--- src/rtl/cpu_intgen_pkg.sv ---
// Shared constants for the CPU interrupt blocks: default NMI acknowledge
// address, default prescale, synchroniser depth and the IRQ vector.
package cpu_intgen_pkg;

  localparam int unsigned PRESCALE_DEFAULT     = 512;
  localparam int unsigned SYNC_STAGES_DEFAULT  = 2;
  localparam logic [15:0] ACK_NMI_ADDR_DEFAULT = 16'h0066;
  localparam logic [15:0] IRQ_VECTOR           = 16'h0038;

  // A read cycle on the acknowledge address retires a pending NMI.
  function automatic logic is_nmi_ack(input logic        valid,
                                      input logic [15:0] addr,
                                      input logic [15:0] ack_addr);
    return valid && (addr == ack_addr);
  endfunction

endpackage

--- src/rtl/cpu_intgen_sync.sv ---
// Multi-flop synchroniser for an asynchronous level, followed by a history
// flop; RISE is high for exactly one cycle after each synchronised 0->1.
module cpu_intgen_sync
  import cpu_intgen_pkg::*;
#(
  parameter int unsigned SYNC_STAGES = SYNC_STAGES_DEFAULT
) (
  input  logic CLK,
  input  logic RESET_N,
  input  logic ASYNC_IN,
  output logic RISE
);

  logic [SYNC_STAGES-1:0] sync_reg;
  logic                   hist_reg;

  // Shift the raw level through the synchroniser chain and keep one
  // cycle of history on its output for edge detection.
  always_ff @(posedge CLK or negedge RESET_N) begin
    if (!RESET_N) begin
      sync_reg <= '0;
      hist_reg <= 1'b0;
    end else begin
      sync_reg <= {sync_reg[SYNC_STAGES-2:0], ASYNC_IN};
      hist_reg <= sync_reg[SYNC_STAGES-1];
    end
  end

  assign RISE = sync_reg[SYNC_STAGES-1] & ~hist_reg;

endmodule

--- src/rtl/cpu_intgen.sv ---
// Z80 interrupt source: vblank-driven IRQ with a CPU enable latch, and a
// programmable periodic NMI acknowledged by a fetch from the NMI vector.
module cpu_intgen
  import cpu_intgen_pkg::*;
#(
  parameter int unsigned PRESCALE     = PRESCALE_DEFAULT,
  parameter logic [15:0] ACK_NMI_ADDR = ACK_NMI_ADDR_DEFAULT,
  parameter int unsigned SYNC_STAGES  = SYNC_STAGES_DEFAULT
) (
  input  logic        CLK,
  input  logic        RESET_N,
  input  logic        VBLK,
  input  logic        IRQEN_WE,
  input  logic        IRQEN_D,
  input  logic        NMI_WE,
  input  logic [7:0]  NMI_D,
  input  logic [15:0] AD,
  input  logic        AD_VALID,
  output logic        IRQ,
  output logic        NMI,
  output logic        NMI_OVR
);

  localparam int unsigned    PS_W    = (PRESCALE > 1) ? $clog2(PRESCALE) : 1;
  localparam logic [PS_W-1:0] PS_LAST = PS_W'(PRESCALE - 1);

  logic            vblk_rise;
  logic            irq_en_reg;
  logic            irq_reg;
  logic [7:0]      period_reg;
  logic [PS_W-1:0] presc_reg;
  logic [7:0]      unit_reg;
  logic            nmi_reg;
  logic            ovr_reg;
  logic            unit_tick;
  logic            expiry;
  logic            ack;

  cpu_intgen_sync #(
    .SYNC_STAGES (SYNC_STAGES)
  ) u_sync (
    .CLK      (CLK),
    .RESET_N  (RESET_N),
    .ASYNC_IN (VBLK),
    .RISE     (vblk_rise)
  );

  // Period of zero parks the counters, so ticks and expiries only exist
  // while a non-zero period is programmed.
  assign unit_tick = (period_reg != 8'd0) && (presc_reg == PS_LAST);
  assign expiry    = unit_tick && (unit_reg == (period_reg - 8'd1));
  assign ack       = is_nmi_ack(AD_VALID, AD, ACK_NMI_ADDR);

  // IRQ enable latch and request level; a clearing write beats a
  // same-cycle vblank rise, and a rise while disabled is simply lost.
  always_ff @(posedge CLK or negedge RESET_N) begin
    if (!RESET_N) begin
      irq_en_reg <= 1'b0;
      irq_reg    <= 1'b0;
    end else if (IRQEN_WE && !IRQEN_D) begin
      irq_en_reg <= 1'b0;
      irq_reg    <= 1'b0;
    end else begin
      if (IRQEN_WE) begin
        irq_en_reg <= 1'b1;
      end
      if (vblk_rise && irq_en_reg) begin
        irq_reg <= 1'b1;
      end
    end
  end

  // NMI period timer, request level and overrun flag; a period write
  // restarts everything, and an expiry takes priority over an ack.
  always_ff @(posedge CLK or negedge RESET_N) begin
    if (!RESET_N) begin
      period_reg <= 8'd0;
      presc_reg  <= '0;
      unit_reg   <= 8'd0;
      nmi_reg    <= 1'b0;
      ovr_reg    <= 1'b0;
    end else if (NMI_WE) begin
      period_reg <= NMI_D;
      presc_reg  <= '0;
      unit_reg   <= 8'd0;
      nmi_reg    <= 1'b0;
      ovr_reg    <= 1'b0;
    end else begin
      if (period_reg == 8'd0) begin
        presc_reg <= '0;
        unit_reg  <= 8'd0;
      end else begin
        presc_reg <= unit_tick ? '0 : presc_reg + 1'b1;
        if (unit_tick) begin
          unit_reg <= expiry ? 8'd0 : unit_reg + 8'd1;
        end
      end
      if (expiry) begin
        // An ack landing on the expiry consumes the old request, so it
        // is not counted as an overrun.
        if (nmi_reg && !ack) begin
          ovr_reg <= 1'b1;
        end
        nmi_reg <= 1'b1;
      end else if (ack) begin
        nmi_reg <= 1'b0;
      end
    end
  end

  assign IRQ     = irq_reg;
  assign NMI     = nmi_reg;
  assign NMI_OVR = ovr_reg;

endmodule
--- config.mk ---
export PLATFORM = sky130hd
export DESIGN_NAME = cpu_intgen
export DESIGN_NICKNAME = d
export VERILOG_FILES = /design/src/rtl/cpu_intgen_pkg.sv /design/src/rtl/cpu_intgen_sync.sv /design/src/rtl/cpu_intgen.sv
export SDC_FILE = /design/constraint.sdc
export NUM_CORES = 1
export LEC_CHECK = 0
export BUFFER_PORTS_ARGS = -buffer_cell sky130_fd_sc_hd__buf_2
export CORE_MARGIN = 1
export CORE_UTILIZATION = 59
export DETAILED_ROUTE_END_ITERATION = 7
export GPL_TIMING_DRIVEN = 1
export PLACE_DENSITY = 0.84
export SYNTH_ARGS = -nofsm -noshare
export SYNTH_HDL_FRONTEND = slang
export SYNTH_HIERARCHICAL = 1
export SYNTH_SLANG_ARGS = --single-unit
--- constraint.sdc ---
create_clock -name CLK -period 5 [get_ports CLK]
set_input_delay 1 -clock CLK [delete_from_list [all_inputs] [get_ports CLK]]
set_output_delay 1 -clock CLK [all_outputs]
set_load 0.05 [all_outputs]
# ---- After elaboration in Yosys (flattened, before gate mapping)
# Index checks and enable logic that the tools add are counted.
dict set report word_totals {
  inputBits 31
  wordCells 51
  out_inout_bits 3
  regBits 32
}
dict set report classes {
  bitwise 2
  n_eq_ne 3
  add_sub_neg 3
  mux 17
  n_reduce_logical 17
}
# op n
set op_table {}
lappend op_table {{2-to-1 mux 8 bit} 4}
lappend op_table {{2-to-1 mux 9 bit} 3}
lappend op_table {{equality test 16 x 7 -> 1 bit, second input constant} 1}
lappend op_table {{2-to-1 mux 1 bit} 10}
lappend op_table {{adder 9 x 1 -> 9 bit, second input constant} 1}
lappend op_table {{equality test 9 bit, second input constant} 1}
lappend op_table {{adder 8 x 1 -> 8 bit, second input constant} 1}
lappend op_table {{equality test 8 bit} 1}
lappend op_table {{zero test 8 bit} 1}
lappend op_table {{nonzero test 2 bit} 4}
lappend op_table {{nonzero test 8 bit} 1}
lappend op_table {{subtractor 8 x 1 -> 8 bit, second input constant} 1}
lappend op_table {{logical AND 1 bit} 6}
lappend op_table {{nonzero test 3 bit} 2}
lappend op_table {{zero test 1 bit} 2}
lappend op_table {{AND reduction 2 bit} 1}
lappend op_table {{bitwise AND 1 bit} 1}
lappend op_table {{inverter 1 bit} 1}

# ---- Depth between registers and ports, before layout
dict set report depth {
  ltp_word 7
  depth_mapped 11
  ltp_nobuf 9
}

# ---- Cells and area by module
# The synthesis kept the hierarchy.
# mod seq_area_each_um2 n_inst area_each_um2 cells_each
set by_module_without_submodules {}
lappend by_module_without_submodules {cpu_intgen 725.7 1 1732.9 162}
lappend by_module_without_submodules {cpu_intgen_sync 75.1 1 88.8 4}

# ---- Worst setup path after synthesis
# Ideal clock, no wire load.
dict set report synth_timing {
  kind {register -> register}
  from {reg period_reg[0]}
  to {reg unit_reg[6]}
  arrival_ns 2.303
  setup_time_ns 0.124
  n_path_buf 2
  setup_slack_ns 2.573
  required_time_ns 4.876
  synth_period_minus_slack_ns 2.427
  path_stages_with_launch 11
  path_cell_list {dfrtp_1 inv_1 ha_1 buf_6 o21bai_1 a2111oi_2 a311oi_2 a2111oi_4 buf_6 nor3_2 a211o_1}
}
dict set report synth_via {
  elab_chain_len 7
  word_cells_on_any_way 11
  classes_between {1 x add/sub; 1 x eq/ne; 4 x mux; 5 x reduce/logical}
}
# item line_no
set synth_rtl {}
lappend synth_rtl {{start, declared} cpu_intgen.sv:30} ;# logic [7:0] period_reg;
lappend synth_rtl {{start signal, assigned} cpu_intgen.sv:77} ;# period_reg <= 8'd0;
lappend synth_rtl {{start signal, assigned} cpu_intgen.sv:83} ;# period_reg <= NMI_D;
lappend synth_rtl {{subtractor 8 x 1 -> 8 bit / nonzero test 8 bit (equally long branches)} {cpu_intgen.sv:51, cpu_intgen.sv:50}}
lappend synth_rtl {{equality test 8 bit / logical AND 1 bit (equally long branches)} {cpu_intgen.sv:51, cpu_intgen.sv:50}}
lappend synth_rtl {{logical AND 1 bit} cpu_intgen.sv:51} ;# assign expiry = unit_tick && (unit_reg == (period_reg - 8'd1));
lappend synth_rtl {{2-to-1 mux 8 bit} cpu_intgen.sv:95} ;# unit_reg <= expiry ? 8'd0 : unit_reg + 8'd1;
lappend synth_rtl {{2-to-1 mux 8 bit} cpu_intgen.sv:94} ;# if (unit_tick) begin
lappend synth_rtl {{2-to-1 mux 8 bit} cpu_intgen.sv:89} ;# if (period_reg == 8'd0) begin
lappend synth_rtl {{2-to-1 mux 8 bit} cpu_intgen.sv:82} ;# end else if (NMI_WE) begin
lappend synth_rtl {{end signal, assigned} cpu_intgen.sv:95}
lappend synth_rtl {{end, declared} cpu_intgen.sv:32} ;# logic [7:0] unit_reg;
# Parallel ways exist; a longest one is shown, timed or not. The select of a mux whose other input is x is not followed.
# A chain may end at the register's enable or synchronous reset.

# ---- Worst setup path after layout
dict set report layout_timing {
  from {reg period_reg[0]}
  to {reg unit_reg[2]}
}
# Same word-level chain as after synthesis.

==> results.py <==
metrics = {
    "run": {
        "drv_cap": 0,
    },
    "setup_path": {
        "end_kind": "register",
        "path_buf_inv": 1,
        "path_delay_family": "compound AO/OA/AOI/OAI gates",
        "r2r_start": "period_reg[0]$_DFFE_PN0P_",
        "cp.required_ns": 5.23,
        "crit_chain": "inv_1 -> ha_1 -> o21bai_1 -> a2111oi_2 -> a311oi_2 -> a2111oi_4 -> nor3_1 -> o31a_1",
        "start_kind": "register",
        "crit_start": "period_reg[0]$_DFFE_PN0P_",
        "max_stage_delay_ns": 0.74,
        "path_class": "reg2reg",
        "worstPathArrival_ns": 3.20,
        "critical-path-slowest-cell": "a2111oi_4",
        "crit_fanout": 14,
    },
    "timing": {
        "timing.final.ws_setup_ns": 2.03,
        "slew_viol_final": 0,
        "setup_viol": 0,
        "finalClockSkew_ns": 0.00821,
        "setup-tns-final_ns": 0,
        "slew_headroom_pct": 47.1,
        "fin_crit_ns": 2.97,
        "timing_hold_violations_final": 0,
        "tightest_slew_ns": 0.794,
        "fin_crit_sh_pct": 59.4,
        "rsz0062_at_grt": "false",
        "timing.hold.ws_ns": 0.359,
        "fmax_ghz": 0.337,
    },
    "global_route": {
        "grt_max_degree": 33,
        "track_usage_pct": 23.5,
        "antenna_found_initial": 0,
        "grt_pass1_vias": 1329,
        "gr-total-overflow": 0,
        "grt_pass1_wl_um": 5750,
    },
    "drt": {
        "wl_per_cell_um": 14.6,
        "totalWireLength_um": 3370,
        "first_pass_iters": 6,
        "vias_per_cell": 6.00,
        "drc": 6,
        "vias": 1386,
        "drt_iter0_drc": 30,
        "ant_nets": 0,
    },
    "placed_design": {
        "post-place-ws_ns": 2.08,
        "hpwl_um": 2470,
        "gp_congestion": 0.806,
        "port_buffers": 33,
        "dp_cells": 223,
    },
    "cts": {
        "htreeDepth": 2,
        "clock_latency_ns": 0.34,
        "postCtsHoldBufs": 0,
        "cts_resized": 0,
        "cts_setup_buffers": 0,
        "cts_tree": "done",
        "clock_path_buffers": 2,
        "path_clk_slew_ns": 0.10,
        "cts_inserted_buffers": 5,
        "root_buffer": "clkbuf_4",
        "numClockSinks": 32,
    },
    "cells_and_area": {
        "multi_input_area_um2": 931,
        "final_cells": 231,
        "synthToLayoutAreaGrowth_pct": 12.5,
        "register_area_um2": 801,
        "final_common_cell": "buf_2",
        "largest_register_ffs": 9,
        "fillers": 210,
        "final_cell_mix": "buf_2 (33), dfrtp_1 (32), nor2_1 (14)",
        "drive_gt1_share_pct": 30.0,
        "diodes": 0,
        "finish.utilization_pct": 72.4,
        "nNetsFinal": 235,
    },
    "logic_synthesis": {
        "synth_warnings": 6,
        "synth_area_per_cell_um2": 11.0,
        "syn_nets": 202,
        "synth_cells": 166,
        "synth.distinct_cells": 52,
        "synth-seq-cells": 32,
        "syn_area_mm2": 0.00182,
        "ys_seq_area_share_pct": 44.0,
    },
    "die": {
        "die_h_um": 57.6,
        "ioPinCount": 34,
        "start_util_pct": 64.4,
        "coreArea_mm2": 0.00283,
        "die-area_mm2": 0.00331,
        "die_x_um": 57.6,
        "rows": 19,
    },
    "power_and_ir_drop": {
        "ir_worst_vdd_mv": 0.196,
        "power.density_mw_per_mm2": 282,
        "p_leak_nw": 0.952,
    },
    "min_path": {
        "min_path_type": "reg2reg",
        "hp-start": "u_sync/sync_reg[0]$_DFF_PN0_",
    },
    "status": {
        "violations": "DRC",
        "outcome": "complete, but fails checks",
    },
}
[power breakdown]
part | internal [mW] | switching [mW] | total, mW
sequential | 0.270 | 0.0157 | 0.286
combinational | 0.0347 | 0.0380 | 0.0726
clock | 0.133 | 0.0877 | 0.220
[worst reg2reg max path: cells and delay by family (launching register included)]
family | cells | cell delay (ns)
adder cells (fa/ha/maj) | 1 | 0.33
buffers and inverters | 1 | 0.12
AND/OR/NAND/NOR | 1 | 0.11
flip-flops | 1 | 0.48
AO/OA/AOI/OAI | 5 | 1.82
[routing by layer]
layer / part of all wire [%] / GRT usage [%] / vias to the layer above / wire [um]
met1: 42 / 27.8 / 655 / 1410
met3: 7.0 / 7.71 / 15 / 237
li1: - / - / 666 / -
met4: 2.3 / 10.5 / 0 / 78
met2: 49 / 39.0 / 50 / 1650
met5: 0 / 0 / - / 0
[kinds of logic (layout without fill, tap and decap cells)]
group	Yosys count	in the layout	synth area share (%)
xor gates and xnor gates	16	16	7.69
adders and majority gates	5	5	3.43
AOI/OAI and AO/OA	29	29	14.1
DFF	32	32	44.0
buffers and inverters	12	46	4.95
and+or+nand+nor	65	65	21.5
muxes	7	7	4.33
[synthesized netlist by cell type (all sizes together)]
cell | number | area (um^2)
nor4 | 3 | 33.8
xor2 | 8 | 70.1
a211oi | 1 | 7.51
and2 | 4 | 25.0
nor3 | 5 | 30.0
a22o | 2 | 17.5
nand4 | 4 | 25.0
o21ba | 1 | 10.0
a221oi | 1 | 8.76
clkbuf | 3 | 21.3
xnor2 | 8 | 70.1
or2 | 1 | 6.26
o21bai | 1 | 7.51
a21o | 2 | 16.3
a211o | 1 | 8.76
ha | 5 | 62.6
nand2 | 9 | 36.3
nor2b | 4 | 32.5
a311oi | 1 | 15.0
nor3b | 2 | 15.0
buf | 4 | 50.1
o31a | 1 | 8.76
or2b | 1 | 8.76
nand3b | 1 | 7.51
o41a | 1 | 11.3
nor2 | 14 | 52.6
o21a | 1 | 7.51
o31ai | 3 | 22.5
nor4bb | 3 | 30.0
nand2b | 2 | 12.5
a2111oi | 2 | 42.5
o21ai | 4 | 31.3
a41oi | 1 | 8.76
a21oi | 5 | 25.0
and4 | 1 | 8.76
dfrtp | 32 | 801
mux2 | 7 | 78.8
and3 | 4 | 25.0
inv | 5 | 18.8
nand3 | 5 | 25.0
nor4b | 2 | 17.5
o311ai | 1 | 8.76
[through the flow]
stage	area, um^2	power, mW
finish	2050	0.579
global route	2050	0.603
CTS	2050	0.585
detailed placement	1950	0.363
global placement	1950	0.360
floorplan	1820	0.337
[path summary, 6_finish.rpt]
kind | to | slack [ns] | depth (start not counted)
min in group asynchronous | u_sync/sync_reg[1]$_DFF_PN0_ | 0.68 | 1
worst min register to register | u_sync/sync_reg[1]$_DFF_PN0_ | 0.36 | 0
max in group asynchronous | period_reg[2]$_DFFE_PN0P_ | 3.88 | 1
worst max register to register | unit_reg[2]$_DFFE_PN0P_ | 2.03 | 8
worst max-delay path | unit_reg[2]$_DFFE_PN0P_ | 2.03 | 8
worst min-delay path | u_sync/sync_reg[1]$_DFF_PN0_ | 0.36 | 0
[layout make-up]
type                    instances  area share, %
multi-input cells             122           45.4
flip-flops and latches         32           39.1
clock buffers                   7           3.17
clock inverters                 1           1.47
repair buffers                 33           8.06
inverters                       5          0.916
well taps                      31           1.89
No activity file was read; power rests on OpenSTA's default activity.
